## src/rtl/writeback_queue.sv

```systemverilog
// writeback_queue: circular FIFO of pending register-bank writes.
// Results are accepted from upstream, drained to the register bank one per
// cycle unless the pipeline holds, and can be looked up for bypassing.
// Optional feature macro: WB_BYPASS_EN compiles in the bypass lookup
// comparators; without it the fwd_* outputs are tied to zero.
module writeback_queue #(
    parameter int DEPTH = 4
) (
    input  logic                       clk,
    input  logic                       rst,
    input  logic                       in_valid,
    output logic                       in_ready,
    input  logic [4:0]                 in_reg,
    input  logic [31:0]                in_data,
    input  logic                       hold,
    output logic [4:0]                 write_reg,
    output logic                       write_enable,
    output logic [31:0]                write_data,
    input  logic [4:0]                 lookup_reg_1,
    input  logic [4:0]                 lookup_reg_2,
    output logic                       fwd_hit_1,
    output logic                       fwd_hit_2,
    output logic [31:0]                fwd_data_1,
    output logic [31:0]                fwd_data_2,
    output logic [$clog2(DEPTH):0]     count
);

    localparam int AW = $clog2(DEPTH);
    localparam int CW = AW + 1;
    localparam logic [AW-1:0] PTR_ONE   = AW'(1'b1);
    localparam logic [CW-1:0] CNT_ONE   = CW'(1'b1);
    localparam logic [CW-1:0] CNT_ZERO  = CW'(1'b0);
    localparam logic [CW-1:0] CNT_FULL  = CW'(DEPTH);

    logic [4:0]    reg_mem_r  [DEPTH];
    logic [31:0]   data_mem_r [DEPTH];
    logic [AW-1:0] head_r;
    logic [AW-1:0] tail_r;
    logic [CW-1:0] count_r;

    logic          push_s;
    logic          pop_s;

    assign count = count_r;

    // Handshake and drain control, all derived from registered state.
    always_comb begin
        in_ready     = !rst && (count_r != CNT_FULL);
        // Writes to register 0 complete the handshake but are never stored.
        push_s       = in_valid && in_ready && (in_reg != 5'd0);
        write_enable = (count_r != CNT_ZERO) && !hold && !rst;
        pop_s        = write_enable;
    end

    // Register bank write port: head entry while draining, zero otherwise.
    always_comb begin
        if (write_enable) begin
            write_reg  = reg_mem_r[head_r];
            write_data = data_mem_r[head_r];
        end else begin
            write_reg  = 5'd0;
            write_data = 32'd0;
        end
    end

    // Queue storage, pointers and occupancy; reset discards pending entries.
    always_ff @(posedge clk) begin
        if (rst) begin
            head_r  <= AW'(1'b0);
            tail_r  <= AW'(1'b0);
            count_r <= CNT_ZERO;
        end else begin
            if (push_s) begin
                reg_mem_r[tail_r]  <= in_reg;
                data_mem_r[tail_r] <= in_data;
                tail_r             <= tail_r + PTR_ONE;
            end
            if (pop_s) begin
                head_r <= head_r + PTR_ONE;
            end
            case ({push_s, pop_s})
                2'b10:   count_r <= count_r + CNT_ONE;
                2'b01:   count_r <= count_r - CNT_ONE;
                default: count_r <= count_r;
            endcase
        end
    end

`ifdef WB_BYPASS_EN
    // Bypass lookup: scan oldest to youngest so the youngest match wins.
    always_comb begin
        logic [AW-1:0] idx;
        logic          valid;
        logic          match_1;
        logic          match_2;
        fwd_hit_1  = 1'b0;
        fwd_hit_2  = 1'b0;
        fwd_data_1 = 32'd0;
        fwd_data_2 = 32'd0;
        for (int i = 0; i < DEPTH; i++) begin
            idx        = head_r + AW'(i);
            valid      = !rst && (CW'(i) < count_r);
            match_1    = valid && (lookup_reg_1 != 5'd0) && (reg_mem_r[idx] == lookup_reg_1);
            match_2    = valid && (lookup_reg_2 != 5'd0) && (reg_mem_r[idx] == lookup_reg_2);
            fwd_hit_1  = fwd_hit_1 | match_1;
            fwd_hit_2  = fwd_hit_2 | match_2;
            fwd_data_1 = match_1 ? data_mem_r[idx] : fwd_data_1;
            fwd_data_2 = match_2 ? data_mem_r[idx] : fwd_data_2;
        end
    end
`else
    // Bypass disabled: ports kept for a stable interface, outputs held low.
    assign fwd_hit_1  = 1'b0;
    assign fwd_hit_2  = 1'b0;
    assign fwd_data_1 = 32'd0;
    assign fwd_data_2 = 32'd0;

    logic unused_lookup_s;
    assign unused_lookup_s = ^{lookup_reg_1, lookup_reg_2};
`endif

endmodule

```

## config.mk

```make
export PLATFORM = sky130hd
export DESIGN_NAME = writeback_queue
export DESIGN_NICKNAME = d
export VERILOG_FILES = /design/src/rtl/writeback_queue.sv
export SDC_FILE = /design/constraint.sdc
export NUM_CORES = 1
export LEC_CHECK = 0
export CAP_MARGIN = 20
export CORE_MARGIN = 2
export CORE_UTILIZATION = 50
export DETAILED_ROUTE_END_ITERATION = 7
export MAX_ROUTING_LAYER = met4
export PLACE_DENSITY = 0.81
export SLEW_MARGIN = 20
export SYNTH_ARGS = -nofsm -noshare
export SYNTH_HDL_FRONTEND = slang
export SYNTH_SLANG_ARGS = --single-unit
```

## constraint.sdc

```tcl
create_clock -name clk -period 4.62 [get_ports clk]
set_input_delay 0.924 -clock clk [delete_from_list [all_inputs] [get_ports clk]]
set_output_delay 0.924 -clock clk [all_outputs]
set_load 0.05 [all_outputs]
```

# After elaboration in Yosys (flattened, before gate mapping)
# Memories as Yosys holds them, arrays and structs flattened. A register that Yosys moved wholly into a read port is not among the register bits.
# Cells that the tools add are included.
# op_classes
add_sub_neg	4
n_eq_ne	3
muxes	10
n_reduce_logical	10
# ops
cell	n
$mux W32	1
$mux W2	4
$pmux W3 S2	1
$logic_and A1 B1 Y1	5
$mux W5	1
$reduce_bool A5 Y1	1
$add A2 B1 Y2 const B	2
$add A3 B1 Y3 const B	1
$mux W1	3
$ne A3 B3 Y1 const B	1
$reduce_bool A3 Y1	1
$sub A3 B1 Y3 const B	1
$eq A2 B1 Y1 const B	1
$eq A2 B2 Y1 const B	1
$logic_not A1 Y1	2
$reduce_bool A2 Y1	1
# totals
ff_bits	7
ram_bits	148
input_bits	51
word_cells	32
mem_count	2
# mem_list
memory	depth	word_bits	rd	rd_ports_with_merged_regs	wr	line_no	rtl
data_mem_r	4	32	1	1	1	36	logic [31:0] data_mem_r [DEPTH];
reg_mem_r	4	5	1	1	1	35	logic [4:0] reg_mem_r [DEPTH];

# Logic depth before layout (Yosys ltp)
# Gate-level depths: netlist of run 1.
# depth
ltp_word	7
ltp_mapped	10
ltp_nobuf	10

# Worst setup path after synthesis of run 1
# Ideal clock, no wire load.
# synth_path
path_type	input to output
from	in rst
to	out write_data[26]
arrival_ns	2.430
required_ns	3.696
path_slack_ns	1.266
path_stages	4
n_path_buf	2
cell_sequence	buf_2 > nor3_2 > clkbuf_1 > and2_1
# synth_via
elab_chain_cells	3
# synth_rtl
item	line_no	rtl
from (decl)	10	input logic rst,
$logic_not A1 Y1	51	write_enable = (count_r != CNT_ZERO) && !hold && !rst;
$logic_and A1 B1 Y1	51	
named net write_enable	17	output logic write_enable,
$mux W32	57	if (write_enable) begin
to (decl)	18	output logic [31:0] write_data,
# The timed path passes the listed nets, and every way through them passes these cells.

# Worst setup path after layout of run 1
# layout_path
from	in rst
to	out write_data[12]
# layout_via
elab_chain_cells	3
# layout_rtl
item	line_no
$logic_not A1 Y1	51
$logic_and A1 B1 Y1	51
$mux W32	57
# No other way between the ends.

==> out/metrics.cfg, run 1 <==
[logic_synthesis]
yosys-top-cells-count=edfxtp_1, buf_4, and2_1
yosysWarningCount=0
synth_top_area_share_pct=67.07
synth_cells=357
netlist_area_um2=6626
synth-main-ff-cell=edfxtp_1
synth_edf_count=148
synth.most_common_cell=edfxtp_1
synth_top_family_by_area=multiplexers
synth-xor-area-share_pct=0.3965
synth_top_cell_by_area=edfxtp_1
yosysSeqAreaShare_pct=69.79
synth_compound_area_share_pct=0.5665
syn_avg_cell_area_um2=18.56
synth.area.mux_share_pct=13.12
ys_async_sr_fraction_pct=0
synthSimpleGateAreaFrac_pct=5.306
synthDistinctLibCells=29
synth_area_leaders=edfxtp_1, mux4_2, buf_4
ys_ff_latch=157
synth-adder-area-share_pct=1.246

[clock_network]
htreeDepth=4
cts.sinks=157
insertion_delay_ps=410
root_buffer=clkbuf_16
clk_pin_slew_worst_paths_ps=60
cts_hold_buf=0
postCtsResizedCells=0
cts_buffers=17
post_cts_buffers=0
cts_tree=built
cts_buffer_depth=2

[hold_path]
hp-class=flip-flop to flip-flop
hp-start=head_r[1]

[status]
outcome=completed

[route]
drt-total-wl_mm=11.40
drt_pass1_iterations=4
wl_per_cell_um=17.85
vias_per_cell=4.981
drt_iter0_markers=120
route.detailed.drc=0
vias=3183
antenna_left=0

[layout]
drive_above_1_share_pct=20.09
area_delta_synth_final_pct=19.22
nets=509
antenna_cells=0

[critical_path]
worstPathArrival_ps=3190
startpoint=rst
path_class=input pin to primary output
critPathRequiredTime_ps=3700
start_kind=input pin
r2r-start=count[2]
path_max_fanout=31
crit_path_end_kind=primary output

[die]
dieHeight_um=119.1
io_pins=159
dieArea_um2=14190
start_util_pct=50.64
core-area_um2=13090
die_x_um=119.1
rows=42

[sta]
fin_crit_ps=4112
fin_crit_sh_pct=89.01
fmax_mhz=243.2
setup_tns_ps=0
clock_skew_ps=7.643
slew_headroom_pct=31.52
rsz0062_at_grt=no
setup_viol=0
slew_viol_final=0
whs_ps=498.9
hold_viol_final=0
worstMarginPinSlew_ps=1027

[power]
leakage_nw=2.729
power_density_nw_per_um2=428.9
ir_drop_mv=0.3167

[grt]
antenna_found_initial=0
grt_pass1_wl_mm=17.47
grt_overflow=0
grt.total_usage_pct=17.30
grt_pass1_vias=3238
grt_start_max_net_pins=38

[place]
io_buffer_count=82
dp_hpwl_mm=6.960
gp_congestion=0.7190

[job]
maxCapViolations=0

[final timing paths]
| path | end | slack, ps | depth (start not counted) |
|---|---|---|---|
| max | write_data[12] | 510 | 5 |
| min | flip-flop | 500 | 1 |
| max reg2reg | count[2] | 2250 | 9 |
| min reg2reg | flip-flop | 500 | 1 |
[cell type report]
type | instances | area (um2)
Tap cell | 176 | 220.2
Clock inverter | 13 | 142.6
Multi-Input combinational cell | 180 | 1627
Fill cell | 945 | 5185
Clock buffer | 17 | 425.4
Timing Repair Buffer | 90 | 835.8
Inverter | 6 | 22.52
Sequential cell | 157 | 4627
[cell usage in the layout, fill, tap and decap left out]
cell type          n
edfxtp_1         148
conb_1            66
clkdlybuf4s50_1   64
and2_1            38
mux4_2            30
buf_4             26
clkbuf_16         17
mux4_1             7
nor2_1             7
dfxtp_1            7
inv_1              6
ha_1               5
clkinvlp_4         5
a21oi_1            4
and3_2             4
nand2b_1           3
inv_6              3
nor3_1             2
nand2_1            2
xor2_1             2
nand3_1            2
o21ai_0            2
dfxtp_2            2
bufinv_16          2
clkinv_2           2
nor3_4             1
mux2i_1            1
xnor2_1            1
o31ai_1            1
or3_1              1
fa_1               1
clkinv_4           1
[through the flow]
stage	utilization [%]	worst slack, ps	cell area [um2]	cells	power (W)
after floorplan	-	1266	6870	422	0.002017
after global placement	56.03	508.0	7332	609	0.002077
after detailed placement	56.03	499.9	7332	609	0.002090
after CTS	60.37	499.4	7900	639	0.003416
after global routing	60.37	356.7	7900	639	0.003488
final	60.37	507.8	7900	639	0.003388
[kinds of logic after synthesis]
group,after synthesis
XOR/XNOR,3
buffers and inverters,85
AND/OR/NAND/NOR,60
other,1
flip-flops,157
adder cells (fa/ha/maj),6
multiplexers,38
AO/OA/AOI/OAI,7
[routing by layer]
| metal | vias to the layer above | global-route usage (%) | wire length, um |
|---|---|---|---|
| met5 | - | - | 0 |
| met4 | 0 | 6.771 | 144 |
| met3 | 15 | 4.693 | 678 |
| met2 | 147 | 29.06 | 5992 |
| met1 | 1601 | 19.89 | 4589 |
| li1 | 1420 | - | - |
[power breakdown]
group          internal (W)  total (W)  switching, W
sequential          0.00161    0.00164     0.0000271
combinational      0.000135   0.000421      0.000286
clock              0.000792    0.00133      0.000539
total               0.00254    0.00339      0.000853
[flip-flops by register name (all words and copies together), names as in the netlist, named ones only]
register / count
count: 3
reg_mem_r: 20
data_mem_r: 128
head_r: 2
tail_r: 2
[critical path, stage by stage]
cell	delay, ps
clkdlybuf4s50_1	640
nor3_4	260
buf_4	340
and2_1	200
clkdlybuf4s50_1	800
No activity file was read; power rests on OpenSTA's default activity.
==> inputs of run 2 (changes only) <==
--- a/config.mk
+++ b/config.mk
@@ -6,7 +6,7 @@
 export NUM_CORES = 1
 export LEC_CHECK = 0
 export CAP_MARGIN = 20
-export CORE_MARGIN = 2
+export CORE_MARGIN = 1
 export CORE_UTILIZATION = 50
 export DETAILED_ROUTE_END_ITERATION = 7
 export MAX_ROUTING_LAYER = met4
==> out/metrics.cfg, run 2 (same netlist as run 1, synthesis figures left out) <==
[status]
outcome=completed

[layout]
largest_register_ff_count=128  ; unchanged
area_delta_synth_final_pct=19.30  ; about the same
top_register=data_mem_r
layout_common_cells=edfxtp_1, conb_1, clkdlybuf4s50_1, and2_1, buf_4
antenna_cells=0  ; unchanged
fillers=917  ; -3.0%
drive_above_1_share_pct=20.47  ; +0.38 points
final_common_cell=edfxtp_1
finalNonFillerCells=641  ; +0.31%
nets=513  ; +0.79%

[sta]
setup_viol=0  ; unchanged
hold_viol_final=0  ; unchanged
fin_crit_sh_pct=88.39  ; -0.62 points
slew_headroom_pct=46.88  ; +15 points
slew_viol_final=0  ; unchanged
clock_skew_ps=4.337  ; -3.306 ps
fmax_mhz=244.9  ; +0.70%
setup_tns_ps=0  ; unchanged
worstMarginPinSlew_ps=796.8  ; -230.4 ps
rsz0062_at_grt=no
fin_crit_ps=4084  ; -28.62 ps

[route]
antenna_left=0  ; unchanged
vias_per_cell=5.041  ; +1.2%
drt_iter0_markers=109  ; -9.2%
drt-total-wl_mm=11.13  ; -2.4%
drt_pass1_iterations=4  ; unchanged
vias=3231  ; +1.5%
route.detailed.drc=0  ; unchanged
wl_per_cell_um=17.36  ; -2.7%

[critical_path]
path_class=input pin to primary output
critPathRequiredTime_ps=3700  ; about the same
slowest_delay_ps=810  ; about the same
worstPathArrival_ps=3160  ; -30 ps
path_cells=clkdlybuf4s50_1, nor3_4, buf_4, and2_1, clkdlybuf4s50_1
path_max_fanout=29  ; -6.5%
crit_slowest_cell=clkdlybuf4s50_1
path_delay_family=buffers and inverters
start_kind=input pin
crit_buf_inv=3  ; unchanged
crit_path_end_kind=primary output
cp_common_cell=clkdlybuf4s50_1

[power]
ir_drop_mv=0.3042  ; -3.9%
leakage_nw=2.760  ; +1.1%
power_density_nw_per_um2=424.4  ; -1.0%

[die]
dieArea_um2=13720  ; -3.3%
core-area_um2=12770  ; -2.4%
start_util_pct=51.88  ; +1.2 points
io_pins=159  ; unchanged
rows=41  ; -2.4%
dieHeight_um=117.1  ; -1.7%
die_x_um=117.1  ; -1.7%

[clock_network]
cts_tree=built
insertion_delay_ps=420  ; about the same
cts_buffer_depth=2  ; unchanged
htreeDepth=4  ; unchanged
cts_hold_buf=0  ; unchanged
postCtsResizedCells=0  ; unchanged
root_buffer=clkbuf_16
post_cts_buffers=0  ; unchanged
clk_pin_slew_worst_paths_ps=60  ; about the same
cts.sinks=157  ; unchanged
cts_buffers=17  ; unchanged

[grt]
grt.busiest_layer=met2
grtUsageMet3_pct=4.686  ; -0.0076 points
use_met1_pct=20.16  ; +0.27 points
grt_pass1_wl_mm=16.75  ; -4.1%
grt_overflow=0  ; unchanged
grt_start_max_net_pins=30  ; -21%
antenna_found_initial=0  ; unchanged
grt.total_usage_pct=18.05  ; +0.75 points
grt_util_met2_pct=30.45  ; +1.4 points
grt_pass1_vias=3203  ; -1.1%

[hold_path]
hp-class=flip-flop to flip-flop

[place]
dp_hpwl_mm=7.014  ; +0.77%
gp_congestion=0.6989  ; -2.8%
io_buffer_count=82  ; unchanged
place_inst=609  ; unchanged

[job]
maxCapViolations=0  ; unchanged

[run 2: cell types whose count changed in the layout (fill, tap and decap cells not counted), sizes merged]
cell and delta:
clkbuf +1, buf +7, inv -2, clkinv +6, clkinvlp -3, clkdlybuf4s50 -3
[run 2: cell type report]
type	instances	area (um2)	share of cell area, %
multi-input cells	180	1627	20.58
flip-flops and latches	157	4627	58.53
inverters	6	22.52	0.2849
repair buffers	94	858.3	10.86
well taps	172	215.2	2.722
clock buffers	18	429.2	5.429
clock inverters	14	126.4	1.599
[run 2: where the power goes]
part	leakage, nW	internal, W	switching, W
Combinational	1.07	0.000135	0.000286
Clock	0.267	0.000783	0.000515
Sequential	1.42	0.00161	0.0000258
[run 2: layer usage]
layer	vias to the layer above	part of all wire, %
met3	21	6.3
met5	-	0
met4	0	1.7
met1	1621	39
li1	1432	-
met2	157	53
[run 2: path summary, 6_finish.rpt]
kind | depth (start not counted) | endpoint | slack (ps) | from
max | 5 | write_data[25] | 540 | rst
min | 1 | flip-flop | 450 | head_r[1]
max reg2reg | 10 | count[2] | 2050 | count[1]
min reg2reg | 1 | flip-flop | 450 | head_r[1]
[run 2: through the flow]
stage | hold WS [ps] | utilization, % | power, W | instance area, um2 | worst slack [ps]
after global routing | 476.3 | 61.89 | 0.003463 | 7905 | 415.9
after global placement | 432.8 | 57.54 | 0.002076 | 7350 | 569.3
final | 452.9 | 61.89 | 0.003355 | 7905 | 536.4
after CTS | 458.7 | 61.89 | 0.003386 | 7905 | 530.3
after floorplan | 428.0 | - | 0.002017 | 6870 | 1266
after detailed placement | 447.6 | 57.54 | 0.002089 | 7350 | 547.1
==> inputs of run 3 (changes only) <==
==> constraint.sdc (replaced) <==
create_clock -name clk -period 4 [get_ports clk]
set_input_delay 0.8 -clock clk [delete_from_list [all_inputs] [get_ports clk]]
set_output_delay 0.8 -clock clk [all_outputs]
set_load 0.05 [all_outputs]
==> out/metrics.cfg, run 3 (same netlist as run 1, synthesis figures left out) <==
[status]
outcome=completed

[place]
dp_hpwl_mm=6.907  ; -1.5%
io_buffer_count=82  ; unchanged
gp_congestion=0.7238  ; +3.6%

[critical_path]
r2r-start=count[2]
critPathRequiredTime_ps=3200  ; -500 ps
slowest_delay_ps=820  ; about the same
path_cells=clkdlybuf4s50_1, a21oi_1, clkdlybuf4s50_1
reg2reg_slack_ps=1650  ; -400 ps
reg2reg_to=count[2]
path_class=input pin to primary output
start_kind=input pin
path_delay_family=buffers and inverters
cp_common_cell=clkdlybuf4s50_1
crit_slowest_cell=clkdlybuf4s50_1
crit_cells=3  ; -2
startpoint=rst
worstPathArrival_ps=2460  ; -700 ps
path_max_fanout=11  ; -62%
ff2ff_path_depth=9  ; -1
crit_path_end_kind=primary output
crit_buf_inv=2  ; -1

[sta]
slew_viol_final=0  ; unchanged
clock_skew_ps=7.959  ; +3.623 ps
fin_crit_ps=3258
fin_crit_sh_pct=81.45
slew_headroom_pct=32.61  ; -14 points
hold_viol_final=0  ; unchanged
worstMarginPinSlew_ps=1011  ; +214.1 ps
fmax_mhz=306.9
rsz0062_at_grt=no
setup_viol=0  ; unchanged
setup_tns_ps=0  ; unchanged

[route]
route.detailed.drc=0  ; unchanged
antenna_left=0  ; unchanged
wl_per_cell_um=17.17  ; -1.1%
drt_pass1_iterations=4  ; unchanged
vias_per_cell=4.965  ; -1.5%
drt_iter0_markers=119  ; +9.2%
drt-total-wl_mm=10.94  ; -1.7%
vias=3163  ; -2.1%

[layout]
area_delta_synth_final_pct=26.66
multiInputGateArea_um2=1627  ; unchanged
final_common_cell=edfxtp_1
top_register=data_mem_r
layout_common_cells=edfxtp_1, conb_1, clkdlybuf4s50_1, buf_12, and2_1
largest_register_ff_count=128  ; unchanged
nets=510  ; -0.58%
seq_area_um2=4627  ; unchanged
antenna_cells=0  ; unchanged
fillers=831  ; -9.4%
post-route-util_pct=65.71  ; +3.8 points
drive_above_1_share_pct=24.09  ; +3.6 points

[grt]
grt_pass1_vias=3232  ; +0.91%
grt.total_usage_pct=18.40  ; +0.35 points
grt_pass1_wl_mm=17.33  ; +3.5%
grt_overflow=0  ; unchanged
grt_start_max_net_pins=38  ; +27%
antenna_found_initial=0  ; unchanged

[clock_network]
cts_buffers=17  ; unchanged
insertion_delay_ps=410  ; about the same
clk_pin_slew_worst_paths_ps=60  ; about the same
cts_hold_buf=0  ; unchanged
htreeDepth=4  ; unchanged
cts.sinks=157  ; unchanged
cts_tree=built
cts_buffer_depth=2  ; unchanged
postCtsResizedCells=0  ; unchanged
root_buffer=clkbuf_16
post_cts_buffers=0  ; unchanged

[die]
die_x_um=117.1  ; unchanged
dieArea_um2=13720  ; unchanged
io_pins=159  ; unchanged
core-area_um2=12770  ; unchanged
rows=41  ; unchanged
start_util_pct=51.88  ; unchanged
dieHeight_um=117.1  ; unchanged

[power]
leakage_nw=2.905  ; +5.2%
ir_drop_mv=0.3093  ; +1.7%
finalPower_w=0.004035  ; +20%
power_density_nw_per_um2=480.8  ; +13%

[hold_path]
hp-start=head_r[1]
hp-class=flip-flop to flip-flop
hold_depth=1  ; unchanged

[job]
maxCapViolations=0  ; unchanged

-- run 3: power breakdown --
| group | internal, W | switching, W | leakage [nW] |
|---|---|---|---|
| clock | 0.000984 | 0.000623 | 0.280 |
| combinational | 0.000201 | 0.000343 | 1.21 |
| sequential | 0.00186 | 0.0000276 | 1.42 |
| total | 0.00304 | 0.000993 | 2.90 |
-- run 3: final cells by class --
type | instances | area share (%)
clock buffers | 18 | 5.113
clock inverters | 13 | 1.983
inverters | 6 | 0.2683
multi-input cells | 180 | 19.38
flip-flops and latches | 157 | 55.13
well taps | 172 | 2.564
repair buffers | 91 | 15.56
-- run 3: worst reg2reg max path, stage by stage (launching register included) --
cell	delay [ps]
dfxtp_1	420
nor3_1	110
nor3_4	140
buf_4	330
ha_1	240
inv_1	60
fa_1	370
xor2_1	160
or3_1	300
a21oi_1	150
-- run 3: per-stage QoR --
stage               area [um2]  cells  setup slack (ps)  hold WS (ps)
finish                    8393    637             741.9         473.6
global route              8393    637             639.1         512.0
floorplan                 6870    422             882.5         428.0
detailed placement        7797    606             628.3         453.7
CTS                       8393    637             741.0         463.5
global placement          7797    606             656.5         431.0
-- run 3: routing by layer --
layer  GRT usage [%]  share of wire, %
met5               -                 0
met4           6.920              0.64
met3           3.656               5.1
met2           30.06                53
met1           22.98                42
-- run 3: how the worst max path moves through the flow --
| stage | endpoint |
|---|---|
| floorplan | count[2] |
| global placement | count[2] |
| detailed placement | count[2] |
| CTS | in_ready |
| global route | write_data[21] |
| finish | in_ready |
